File: src/rtl/mcbsp_slaver_tdm.sv
// McBSP slave receiver: deserialises TDM words clocked by CLKX and queues them,
// tagged with their channel index, in a first-word-fall-through FIFO.
module mcbsp_slaver_tdm #(
    parameter int unsigned DATA_W  = 32,
    parameter int unsigned CH_W    = 4,
    parameter int unsigned FIFO_AW = 4
) (
    input  logic              mcbsp_slaver_clkx,
    input  logic              mcbsp_slaver_rst,
    input  logic [5:0]        mcbsp_reg_length,
    input  logic [CH_W-1:0]   mcbsp_reg_number,
    input  logic              mcbsp_msb_first,
    input  logic              mcbsp_slaver_fsx,
    input  logic              mcbsp_slaver_mosi,
    output logic [DATA_W-1:0] mcbsp_data_out,
    output logic [CH_W-1:0]   mcbsp_chan_out,
    output logic              mcbsp_vaild_out,
    input  logic              mcbsp_ready_in,
    output logic              mcbsp_frame_err,
    output logic              mcbsp_ovf_err,
    output logic [FIFO_AW:0]  mcbsp_fifo_level,
    output logic [63:0]       debug_signal
);

    localparam int unsigned Depth = 1 << FIFO_AW;
    localparam int unsigned LvlW  = FIFO_AW + 1;

    typedef enum logic {StIdle, StShift} state_e;

    state_e            state_q, state_d;
    logic [5:0]        len_q, len_d;
    logic [5:0]        bit_cnt_q, bit_cnt_d;
    logic [CH_W-1:0]   num_q, num_d;
    logic [CH_W-1:0]   ch_cnt_q, ch_cnt_d;
    logic              msb_q, msb_d;
    logic [DATA_W-1:0] shift_q, shift_d;
    logic              frame_err_q, frame_err_d;
    logic              ovf_q, ovf_d;

    logic [5:0]        len_in;
    logic              in_shift, word_end, last_word, frame_start;
    logic              cur_msb;
    logic [5:0]        cur_idx;
    logic [DATA_W-1:0] base, shifted;
    logic [DATA_W:0]   msb_ext;
    logic              push;
    logic [CH_W-1:0]   push_ch;

    always_comb begin
        len_in = mcbsp_reg_length;
        if (mcbsp_reg_length == 6'd0 || mcbsp_reg_length > 6'(DATA_W)) begin
            len_in = 6'(DATA_W);
        end
    end

    always_comb begin
        in_shift    = (state_q == StShift);
        last_word   = (ch_cnt_q == num_q);
        word_end    = in_shift && (bit_cnt_q == len_q - 6'd1);
        // fsx on the edge finishing the final word is a legal back-to-back frame
        frame_start = mcbsp_slaver_fsx && !(word_end && last_word);

        state_d     = state_q;
        len_d       = len_q;
        num_d       = num_q;
        msb_d       = msb_q;
        bit_cnt_d   = bit_cnt_q;
        ch_cnt_d    = ch_cnt_q;
        shift_d     = shift_q;
        frame_err_d = 1'b0;
        push        = 1'b0;
        push_ch     = ch_cnt_q;

        cur_msb = msb_q;
        cur_idx = bit_cnt_q;
        base    = (bit_cnt_q == 6'd0) ? '0 : shift_q;
        if (frame_start) begin
            cur_msb = mcbsp_msb_first;
            cur_idx = 6'd0;
            base    = '0;
        end
        msb_ext = {base, mcbsp_slaver_mosi};
        shifted = cur_msb ? msb_ext[DATA_W-1:0]
                          : (base | (DATA_W'(mcbsp_slaver_mosi) << cur_idx));

        if (frame_start) begin
            frame_err_d = in_shift;
            len_d       = len_in;
            num_d       = mcbsp_reg_number;
            msb_d       = mcbsp_msb_first;
            shift_d     = shifted;
            ch_cnt_d    = '0;
            state_d     = StShift;
            bit_cnt_d   = 6'd1;
            if (len_in == 6'd1) begin
                push      = 1'b1;
                push_ch   = '0;
                bit_cnt_d = 6'd0;
                if (mcbsp_reg_number == '0) begin
                    state_d = StIdle;
                end else begin
                    ch_cnt_d = CH_W'(1);
                end
            end
        end else if (in_shift) begin
            shift_d = shifted;
            if (word_end) begin
                push      = 1'b1;
                bit_cnt_d = 6'd0;
                if (!last_word) begin
                    ch_cnt_d = ch_cnt_q + CH_W'(1);
                end else if (mcbsp_slaver_fsx) begin
                    // New frame's first bit arrives on the next edge
                    len_d    = len_in;
                    num_d    = mcbsp_reg_number;
                    msb_d    = mcbsp_msb_first;
                    ch_cnt_d = '0;
                end else begin
                    state_d  = StIdle;
                    ch_cnt_d = '0;
                end
            end else begin
                bit_cnt_d = bit_cnt_q + 6'd1;
            end
        end
    end

    logic [CH_W+DATA_W-1:0] mem_q [Depth];
    logic [FIFO_AW-1:0]     wr_ptr_q, rd_ptr_q;
    logic [FIFO_AW:0]       count_q, count_d;
    logic                   full, valid, pop, wr_en;

    always_comb begin
        full    = (count_q == LvlW'(Depth));
        valid   = (count_q != '0);
        pop     = valid && mcbsp_ready_in;
        wr_en   = push && (!full || pop);
        ovf_d   = push && full && !pop;
        count_d = count_q;
        unique case ({wr_en, pop})
            2'b10:   count_d = count_q + LvlW'(1);
            2'b01:   count_d = count_q - LvlW'(1);
            default: count_d = count_q;
        endcase
    end

    always_ff @(posedge mcbsp_slaver_clkx) begin
        if (mcbsp_slaver_rst) begin
            state_q     <= StIdle;
            len_q       <= 6'(DATA_W);
            num_q       <= '0;
            msb_q       <= 1'b0;
            bit_cnt_q   <= 6'd0;
            ch_cnt_q    <= '0;
            shift_q     <= '0;
            frame_err_q <= 1'b0;
            ovf_q       <= 1'b0;
            wr_ptr_q    <= '0;
            rd_ptr_q    <= '0;
            count_q     <= '0;
        end else begin
            state_q     <= state_d;
            len_q       <= len_d;
            num_q       <= num_d;
            msb_q       <= msb_d;
            bit_cnt_q   <= bit_cnt_d;
            ch_cnt_q    <= ch_cnt_d;
            shift_q     <= shift_d;
            frame_err_q <= frame_err_d;
            ovf_q       <= ovf_d;
            count_q     <= count_d;
            if (wr_en) wr_ptr_q <= wr_ptr_q + FIFO_AW'(1);
            if (pop)   rd_ptr_q <= rd_ptr_q + FIFO_AW'(1);
        end
    end

    always_ff @(posedge mcbsp_slaver_clkx) begin
        if (wr_en) mem_q[wr_ptr_q] <= {push_ch, shifted};
    end

    logic [CH_W+DATA_W-1:0] head;
    logic [3:0]             dbg_ch;
    logic [31:0]            dbg_shift;
    logic [4:0]             dbg_level;

    always_comb begin
        // Gate with valid so stale storage never shows after reset
        head             = valid ? mem_q[rd_ptr_q] : '0;
        mcbsp_data_out   = head[DATA_W-1:0];
        mcbsp_chan_out   = head[CH_W+DATA_W-1:DATA_W];
        mcbsp_vaild_out  = valid;
        mcbsp_frame_err  = frame_err_q;
        mcbsp_ovf_err    = ovf_q;
        mcbsp_fifo_level = count_q;
        dbg_ch           = 4'(ch_cnt_q);
        dbg_shift        = 32'(shift_q);
        dbg_level        = 5'(count_q);
        debug_signal     = {12'd0, dbg_level, ovf_q, frame_err_q, dbg_shift, dbg_ch, bit_cnt_q,
                            (state_q == StShift), mcbsp_slaver_mosi, mcbsp_slaver_fsx};
    end

endmodule

File: config.mk
export PLATFORM = sky130hd
export DESIGN_NAME = mcbsp_slaver_tdm
export DESIGN_NICKNAME = d
export VERILOG_FILES = /design/src/rtl/mcbsp_slaver_tdm.sv
export SDC_FILE = /design/constraint.sdc
export NUM_CORES = 1
export LEC_CHECK = 0
export CORE_ASPECT_RATIO = 0.6
export CORE_MARGIN = 2
export CORE_UTILIZATION = 34
export CTS_CLUSTER_SIZE = 8
export DETAILED_ROUTE_END_ITERATION = 10
export PLACE_DENSITY = 0.58
export SYNTH_ARGS = -nofsm -noshare
export SYNTH_HDL_FRONTEND = slang
export SYNTH_SLANG_ARGS = --single-unit
File: constraint.sdc
create_clock -name mcbsp_slaver_clkx -period 5.01 [get_ports mcbsp_slaver_clkx]
set_input_delay 0.7515 -clock mcbsp_slaver_clkx [delete_from_list [all_inputs] [get_ports mcbsp_slaver_clkx]]
set_output_delay 0.7515 -clock mcbsp_slaver_clkx [all_outputs]
set_load 0.01 [all_outputs]
==> impl_results.md, run 1 <==
- Status: finished clean
- CP Class: register to register
- Hold Path Origin: dbg_shift[31]
- Critical path origin: len_q[0]
- Post-DP HPWL: around 42 mm
- Clock root buffer master: clkbuf_16
- Filler instances: 6728
- Initial Utilization: 34.6%
- Worst-skew pair later-pin latency: 0.61 ns
- Clk pwr share: a little under half
- Psw: 2.60 mW
- Slew margin rel.: 12.8%
- Drt drc: 0
- Synth Flop Type: edfxtp_1
- Pwr Density: roughly 390 nW/um^2
- Layout cells sized above 1: between 20% and 30%
- Count of warnings emitted by yosys: 0
- Critical path launch point type: register
- Vias in the first global route: ~14000
- Setup crit end kind: register
- DR vias/cell: roughly 5.4
- Resized Gates After CTS: 0
- WP data arrival: 4.51 ns
- Die area: 79800 sq um
- Top-Level Pins: 124
- Nets: 1619
- Dpl cell area: between 20000 and 30000 sq um
- Gr usage total: ~18%
- Hold-fix buffers at CTS: 0
- Design area: 31500 sq um
- Post-synth EDFFs: between 500 and 600
- Int Power: approximately 9.6 mW
- Power Total: around 12 mW
- Setup repair bufs after CTS: 0
- Clock skew: 0.0152 ns
- Port bufs: 111
- H-tree depth: 3
- Max-slew violations: 0
- DIE WIDTH: roughly 360 um
- Worst Setup Slack, final: slightly above 0.8 ns
- Largest net degree at the start of global routing: 60
- Max-cap violations: 0
- Max Freq: 238 MHz
- Crit Reg-Reg Endpoint: mem_q[7][24]
- Comb power frac: under 10%
- Final min period: between 4 and 5 ns
- Pre-Repair DR Iteration Count: 5
- Register bit total from synthesis: 649
- Core footprint: 76100 sq um
- Period Utilization, post-route: between 80% and 90%
- RePlAce Congestion: slightly above 0.8
- Worst slack, placed: ~0.35 ns
- Crit-path max FO: 19
- Worst VDD drop: 0.263 mV
- CTS tree: yes
- CP endpoint: mem_q[7][24]
- Number of hold violations in the final report: 0
- R2R depth: 9
- Most common cell after layout, fill and taps aside: edfxtp_1
- Worst-path clk slew: 0.05 ns
- Synth Instances: ~1400
- CTS buffer count: ~90
- Most frequent cells in the layout: edfxtp_1, mux4_2, clkdlybuf4s50_1
- CP required: roughly 5.3 ns
- DRT antenna net count: 0
- Clock buffer depth: 3
- Post-Route Setup TNS: 0 ns
- P_leak: approximately 10 nW
- Mapped Area: between 20000 and 30000 sq um
- Rows: 78
- Sw Share: 21.4%
- Crit Reg-Reg Startpoint: len_q[0]
- Library cells used by synthesis: 68
- Reg2reg setup slack: 0.81 ns
- Seq pwr share: about half
- WL final: between 60 and 70 mm
- Mean post-synth cell area: 18.4 sq um
- Initial DRC count: 1693
- Synth-to-layout area growth: 19.8%
- RSZ-0062 raised after global routing: false
- Hold WC Path Type: register to register
- Sequential share of the synthesized area: about 71%
- Clock tree sinks: between 600 and 700
- Wire per inst: ~26 um
- Async SR Flop Fraction: 0%
- Initial antenna violation count: 3
- Global route total overflow: 0
- Global-route wire length before repair: between 100 and 150 mm
- Die Span Y: 220 um
- Via count: 14292
- Worst Tran Pin Value: around 1.3 ns
- Setup violators final: 0
==> cells in the mapped netlist (all sizes together) (4+ instances only) <==
cell,number,area [sq um]
edfxtp,576,17300
mux4,180,4050
nand2,100,375
nor2,91,342
dfxtp,73,1460
clkbuf,62,243
buf,48,292
nor2b,47,294
a311oi,21,184
a21oi,20,104
a32o,20,200
xor2,15,131
nor3,14,70.1
o21ai,14,85.1
and3,13,86.3
ha,12,150
mux2i,11,110
inv,10,37.5
xnor2,10,95.1
nand3,9,45.0
o21a,9,67.6
a32oi,7,61.3
nand3b,6,45.0
o2bb2ai,6,52.6
nand4,5,31.3
nand2b,4,25.0
or4,4,33.8
==> state kept, by name, summed over array words and instances (netlist names), named ones only <==
| register | cells |
|---|---|
| dbg_shift | 32 |
| mcbsp_ovf_err | 1 |
| num_q | 4 |
| mcbsp_fifo_level | 5 |
| ch_cnt_q | 4 |
| len_q | 6 |
| wr_ptr_q | 4 |
| in_shift | 1 |
| msb_q | 1 |
| mem_q | 576 |
| rd_ptr_q | 4 |
| bit_cnt_q | 6 |
| mcbsp_frame_err | 1 |
==> cells by family (layout without fill, tap and decap cells) <==
group | after synthesis | in the layout | share of synthesized area, %
AO/OA/AOI/OAI | 118 | 118 | 3.58
XOR/XNOR | 25 | 25 | 0.860
adder cells (fa/ha/maj) | 13 | 13 | 0.646
buffers and inverters | 120 | 327 | 2.17
flip-flops | 649 | 649 | 71.2
multiplexers | 193 | 193 | 15.9
other | 1 | 13 | 0.0142
AND/OR/NAND/NOR | 309 | 309 | 5.58
==> worst max-delay path: stages, from the launching register on <==
cell      delay, ns
dfxtp_1        0.40
inv_1          0.06
ha_1           0.30
xor2_1         0.13
and3_1         0.23
o211ai_2       0.17
o32ai_1        0.92
nand3_1        0.62
nor2_4         0.76
buf_12         0.27
==> metrics by stage <==
stage,util [%],cells,hold WS (ns)
2_1_floorplan,-,1439,0.458
3_3_place_gp,38.0,2497,0.462
3_5_place_dp,38.0,2497,0.471
4_1_cts,41.4,2646,0.479
5_1_grt,41.4,2646,0.510
6_report,41.4,2647,0.482
==> per-layer routing <==
layer	track usage [%]	share of wire (%)	vias up
met4	4.01	1.4	0
met5	0	0	-
met2	25.5	44	583
met3	3.67	7.6	82
li1	-	-	6048
met1	26.9	47	7579
==> worst min-delay path by stage <==
stage | to | slack (ns) | depth (start not counted)
floorplan | len_q[1] | 0.46 | 2
global placement | dbg_shift[31] | 0.46 | 2
detailed placement | dbg_shift[31] | 0.47 | 2
CTS | dbg_shift[31] | 0.48 | 2
global route | dbg_shift[31] | 0.51 | 2
finish | dbg_shift[31] | 0.48 | 2
==> cell type report <==
type,count,area (sq um),share of cell area (%)
inverter,10,37.5,0.119
timing repair buffer,168,1680,5.34
antenna,1,2.50,0.00793
sequential,649,18800,59.5
clock inverter,5,70.1,0.222
tap,1000,1250,3.97
clock buffer,144,2520,7.99
multi-input combinational,670,7210,22.8
==> power by group through the flow <==
stage / Sequential (mW) / Combinational [mW] / Clock, mW
floorplan: 6.00 / 0.408 / 0
global placement: 6.03 / 0.624 / 0
detailed placement: 6.03 / 0.630 / 0
CTS: 5.92 / 0.634 / 5.73
global route: 5.92 / 0.672 / 5.96
finish: 5.93 / 0.624 / 5.62
Power figures use the tool's default switching activity.
==> run 2, diff against run 1 <==
==> constraint.sdc (replaced) <==
create_clock -name mcbsp_slaver_clkx -period 3.8 [get_ports mcbsp_slaver_clkx]
set_input_delay 0.57 -clock mcbsp_slaver_clkx [delete_from_list [all_inputs] [get_ports mcbsp_slaver_clkx]]
set_output_delay 0.57 -clock mcbsp_slaver_clkx [all_outputs]
set_load 0.01 [all_outputs]
==> run 2 against run 1 <==
Against the previous run:
- sequential cell count unchanged
- largest power group unchanged
- critical endpoint is now mcbsp_data_out[12]
- clock power grew 31%
- combinational power rose by 51%
==> impl_results.md, run 2 (synthesis results as in run 1) <==
- Hold path cells: 3 (+1)
- Initial DRC count: 2083 (+23%)
- Psw: 3.54 mW (+36%)
- Largest net degree at the start of global routing: 57 (-5.0%)
- Worst slack, placed: 0.0142 ns (-0.341 ns)
- Period Utilization, post-route: 97.4%
- Pre-Repair DR Iteration Count: 6 (+1)
- Max Freq: 270 MHz
- Sw Share: 22.0% (+0.59 points)
- Pwr Density: 498 nW/um^2 (+29%)
- DR vias/cell: 5.37 (-0.52%)
- Layout cells sized above 1: 25.6% (+2.7 points)
- Setup violators final: 0 (unchanged)
- Global-route wire length before repair: 104 mm (+2.9%)
- Slew margin rel.: 19.2% (+6.4 points)
- Crit path max-delay family: buffers and inverters
- CP required: 3.23 ns (-2.08 ns)
- Synth-to-layout area growth: 22.9%
- Die area: 79800 sq um (unchanged)
- DRT antenna net count: 0 (unchanged)
- Hold slack: 0.362 ns (-0.119 ns)
- CTS tree: yes
- Gr usage total: 18.4% (+0.90 points)
- Design area: 32400 sq um (+2.6%)
- Top-Level Pins: 124 (unchanged)
- Global route total overflow: 0 (unchanged)
- Final min period: about 3.7 ns
- WP data arrival: 3.13 ns (-1.38 ns)
- Worst-skew pair later-pin latency: 0.66 ns (+0.05 ns)
- Crit Reg-Reg Endpoint: mem_q[2][10]
- WHS Endpoint: len_q[5]
- Comb power frac: 5.8% (+0.7 points)
- Port bufs: 111 (unchanged)
- Worst Setup Slack, final: 0.0989 ns (-0.709 ns)
- P_leak: 10.9 nW (+5.3%)
- Worst Tran Pin Value: 1.21 ns (-0.0881 ns)
- Max-cap violations: 0 (unchanged)
- Clock tree sinks: 649 (unchanged)
- Clk pwr share: 45.7% (-0.5 points)
- Wire per inst: 27.1 um (+4.0%)
- WL final: 72.9 mm (+5.8%)
- Worst path max stage delay: 0.51 ns (-0.41 ns)
- Nets: 1676 (+3.5%)
- Via count: 14459 (+1.2%)
- Clock skew: 0.0422 ns (+0.0270 ns)
- H-tree depth: 3 (unchanged)
- Initial antenna violation count: 2 (-1)
- Crit Reg-Reg Startpoint: len_q[0]
- Dpl cell area: 29500 sq um (+1.9%)
- Most frequent cells in the layout: edfxtp_1, mux4_2, nand2_1
- Max FFs per register: 576 (unchanged)
- Setup crit end kind: primary output
- Clock root buffer master: clkbuf_16
- Hold Path Origin: mcbsp_slaver_rst
- Initial Utilization: 34.6% (unchanged)
- CTS buffer count: 91 (unchanged)
- Reg2reg setup slack: 0.23 ns (-0.58 ns)
- Top reg by flops: mem_q
- Rows: 78 (unchanged)
- CP Class: register to primary output
- Most common cell after layout, fill and taps aside: edfxtp_1
- Seq pwr share: 48.4% (-0.3 points)
- Post-Route Setup TNS: 0 ns (unchanged)
- DIE WIDTH: 363 um (unchanged)
- Worst VDD drop: 0.354 mV (+35%)
- R2R depth: 10 (+1)
- Max-slew violations: 0 (unchanged)
- Hold WC Path Type: primary input to register
- Most common cell on crit path: mux4_2
- Crit-path max FO: 17 (-2)
- Vias in the first global route: 14089 (-1.5%)
- Number of hold violations in the final report: 0 (unchanged)
- CP Cell Sequence: buf_12, buf_4, clkbuf_16, mux4_2, mux4_2, nor2b_1, clkdlybuf4s50_1
- Drt drc: 0 (unchanged)
- CP max stage cell: mux4_2
- Clock buffer depth: 3 (unchanged)
- RePlAce Congestion: 0.837 (+3.7%)
- Core footprint: 76100 sq um (unchanged)
- Critical path launch point type: register
- Post-DP HPWL: 46.7 mm (+11%)
- Worst-path clk slew: 0.05 ns (about the same)
- Hold-fix buffers at CTS: 0 (unchanged)
- RSZ-0062 raised after global routing: true
- Int Power: 12.6 mW (+31%)
- Die Span Y: 220 um (unchanged)
- Status: finished clean
- Bufs and invs on worst path: 4 (+2)
## run 2: final cells by class
class	count	area, sq um
fillers	6640	43700
flip-flops and latches	649	18800
multi-input cells	670	7190
repair buffers	225	2520
clock buffers	129	2420
well taps	1000	1250
clock inverters	8	174
inverters	10	37.5
diodes	1	2.50
## run 2: per-layer routing
layer	GRT usage [%]	part of all wire (%)	vias up
met5	0	0	-
met4	3.46	1.1	0
met3	5.95	11	72
met2	24.9	41	645
met1	28.7	47	7575
li1	-	-	6167
## run 2: repair_timing
action | in CTS | in global routing
buffers inserted | 7 | 9
setup endpoints to repair | 35 | 10
gates resized for setup | 33 | 7
gates cloned | 3 | 1
## run 2: power by group through the flow
stage	clock (mW)	sequential, mW	combinational, mW
2_1_floorplan	0	7.92	0.538
3_3_place_gp	0	7.95	0.871
3_5_place_dp	0	7.95	0.877
4_1_cts	7.51	7.80	0.932
5_1_grt	7.81	7.80	1.01
6_report	7.38	7.81	0.942
## run 2: tightest hold or removal path: stages
cell     delay [ns]
buf_2          0.09
inv_1          0.20
nand2_1        0.11
## run 2: per-stage QoR
stage               total power, mW  instances  util (%)
global placement               8.82       2535      38.8
floorplan                      8.45       1439         -
CTS                            16.2       2682      42.4
finish                         16.1       2692      42.5
detailed placement             8.82       2535      38.8
global route                   16.6       2691      42.5
## run 2: worst max path at each step
stage	startpoint	to	slack (ns)	cells past startpoint
2_1_floorplan	mcbsp_reg_length[1]	mem_q[12][0]	-0.45	7
3_3_place_gp	mcbsp_reg_length[1]	mem_q[14][12]	0.05	9
3_5_place_dp	mcbsp_reg_length[1]	mem_q[14][12]	0.01	9
4_1_cts	register	mcbsp_data_out[2]	-0.08	6
5_1_grt	register	mcbsp_data_out[28]	0.003	7
6_report	register	mcbsp_data_out[12]	0.1	7
==> run 3, diff against run 2 <==
--- a/config.mk
+++ b/config.mk
@@ -7,10 +7,11 @@
 export LEC_CHECK = 0
 export CORE_ASPECT_RATIO = 0.6
 export CORE_MARGIN = 2
-export CORE_UTILIZATION = 34
+export CORE_UTILIZATION = 35
+export CTS_CLUSTER_DIAMETER = 120
 export CTS_CLUSTER_SIZE = 8
 export DETAILED_ROUTE_END_ITERATION = 10
-export PLACE_DENSITY = 0.58
+export PLACE_DENSITY = 0.59
 export SYNTH_ARGS = -nofsm -noshare
 export SYNTH_HDL_FRONTEND = slang
 export SYNTH_SLANG_ARGS = --single-unit
==> run 3 against run 2 <==
Against the previous run:
- design area down 0.59%
- hold slack better by 0.14 ns
- utilization up 0.91 points
- maximum frequency down 0.20%
- non-clock buffer count down 8
- sequential power about the same
- power down 1.8%
- sequential cell count unchanged
- largest power group unchanged
- highest routed layer is now met5
==> impl_results.md, run 3 (synthesis results as in run 1) <==
- WP data arrival: 3.14 ns (about the same)
- Multi-input logic area: 7200 sq um (+0.10%)
- Setup violators final: 0 (unchanged)
- Pwr Density: 492 nW/um^2 (-1.2%)
- Wire per inst: 25.4 um (-6.2%)
- Clock skew: 0.0332 ns (-0.00896 ns)
- Worst-path clk slew: 0.05 ns (about the same)
- Final min period: 3.71 ns (+0.00736 ns)
- Slew margin rel.: 19.1% (-0.091 points)
- Die area: 77500 sq um (-2.8%)
- Critical path launch point type: register
- H-tree depth: 3 (unchanged)
- Max FFs per register: 576 (unchanged)
- Initial Utilization: 35.5% (+0.95 points)
- Clock root buffer master: clkbuf_16
- Power Total: 15.8 mW (-1.8%)
- Top reg by flops: mem_q
- Largest net degree at the start of global routing: 37 (-35%)
- RePlAce Congestion: 0.819 (-2.1%)
- Max Freq: 270 MHz (-0.20%)
- Hold-fix buffers at CTS: 0 (unchanged)
- DIE WIDTH: 358 um (-1.4%)
- Crit-path max FO: 20 (+3)
- Vias in the first global route: 14195 (+0.75%)
- Period Utilization, post-route: 97.6% (+0.19 points)
- Routing usage on met3: 3.45% (-2.5 points)
- Die Span Y: 216 um (-1.4%)
- Number of hold violations in the final report: 0 (unchanged)
- Post-Route Setup TNS: 0 ns (unchanged)
- P_leak: 10.7 nW (-1.4%)
- Initial antenna violation count: 2 (unchanged)
- Drt drc: 0 (unchanged)
- Post-DP HPWL: 43.7 mm (-6.4%)
- Hold WC Path Type: register to register
- CP Class: register to primary output
- Via count: 14287 (-1.2%)
- Synth-to-layout area growth: 22.2%
- Gr usage total: 17.4% (-1.0 points)
- Initial DRC count: 1384 (-34%)
- M1 GR Usage: 25.3% (-3.4 points)
- Rows: 77 (-1.3%)
- Max-slew violations: 0 (unchanged)
- Worst-skew pair later-pin latency: 0.63 ns (-0.03 ns)
- Clock buffer depth: 3 (unchanged)
- CP required: 3.23 ns (about the same)
- M2 GR Usage: 26.9% (+2.0 points)
- RSZ-0062 raised after global routing: true
- Pre-Repair DR Iteration Count: 5 (-1)
- Worst Tran Pin Value: 1.21 ns (+0.00136 ns)
- Nets: 1668 (-0.48%)
- Worst VDD drop: 0.398 mV (+12%)
- Status: finished clean
- Busiest layer in global routing: met2
- Hold slack: 0.500 ns (+0.137 ns)
- Core footprint: 74100 sq um (-2.7%)
- DR vias/cell: 5.38 (+0.11%)
- Filler instances: 6367 (-4.1%)
- Port bufs: 111 (unchanged)
- Global-route wire length before repair: 98.0 mm (-5.8%)
- DRT antenna net count: 0 (unchanged)
- Max-cap violations: 0 (unchanged)
- CTS tree: yes
- Global route total overflow: 0 (unchanged)
- CTS buffer count: 91 (unchanged)
- Layout cells sized above 1: 25.4% (-0.22 points)
- FF+latch area: 18800 sq um (unchanged)
- Clock tree sinks: 649 (unchanged)
- Most frequent cells in the layout: edfxtp_1, mux4_2, clkdlybuf4s50_1
- Most common cell after layout, fill and taps aside: edfxtp_1
- Final core occ: 43.4% (+0.91 points)
- N_diodes: 0 (-1)
- Top-Level Pins: 124 (unchanged)
- WL final: 67.5 mm (-7.5%)
- Setup crit end kind: primary output
## run 3: changes by cell type in the layout (fill, tap and decap cells not counted), moves of 3 or more
cell | before | now
dlygate4sd2_1 | 25 | 4
clkdlybuf4s50_1 | 84 | 102
clkbuf_1 | 38 | 26
buf_4 | 71 | 60
clkinv_16 | 4 | 0
buf_16 | 6 | 3
dlymetal6s2s_1 | 1 | 4
inv_6 | 1 | 4
## run 3: power by group
part | leakage, nW | switching [mW] | internal [mW] | total (mW)
Combinational | 3.35 | 0.468 | 0.434 | 0.902
Sequential | 6.20 | 0.0673 | 7.74 | 7.81
Clock | 1.19 | 2.82 | 4.30 | 7.13
Total | 10.7 | 3.36 | 12.5 | 15.8
## run 3: per-layer routing
metal / routed length [um] / vias to the layer above
met4: 1060 / 2
met1: 30600 / 7565
met2: 31500 / 496
met3: 4290 / 83
met5: 13 / -
li1: - / 6141
## run 3: cell type report
type,count,share of cell area (%)
Clock inverter,7,0.237
Tap cell,987,3.84
Inverter,10,0.117
Clock buffer,117,7.38
Multi-Input combinational cell,670,22.4
Sequential cell,649,58.3
Timing Repair Buffer,217,7.73
## run 3: worst paths after layout
check / to / startpoint / slack [ns] / depth (start not counted)
worst max-delay path: mcbsp_data_out[26] / register / 0.09 / 6
worst min-delay path: len_q[1] / len_q[1] / 0.50 / 2
worst max register to register: mem_q[11][8] / len_q[0] / 0.23 / 10
worst min register to register: len_q[1] / len_q[1] / 0.50 / 2
## run 3: critical path, cell delays in order (launching register included)
cell and delay (ns):
dfxtp_4 0.45, buf_4 0.17, buf_12 0.19, mux4_2 0.57
mux4_2 0.50, nor2b_1 0.15, clkdlybuf4s50_1 0.48
## run 3: timing repair
| action | in CTS | in global routing |
|---|---|---|
| cloned | 0 | 3 |
| gates resized for setup | 7 | 7 |
| pin swaps | 0 | 0 |
| endpoints found under the setup margin | 25 | 20 |
| setup buffers | 6 | 1 |
## run 3: per-stage QoR
| stage | setup WS, ns | area (sq um) | cells |
|---|---|---|---|
| final | 0.0915 | 32200 | 2657 |
| after global routing | -0.0149 | 32200 | 2657 |
| after CTS | -0.00611 | 32100 | 2653 |
| after detailed placement | -0.0194 | 29500 | 2523 |
| after global placement | 0.00555 | 29500 | 2523 |
| after floorplan | -0.447 | 26400 | 1439 |
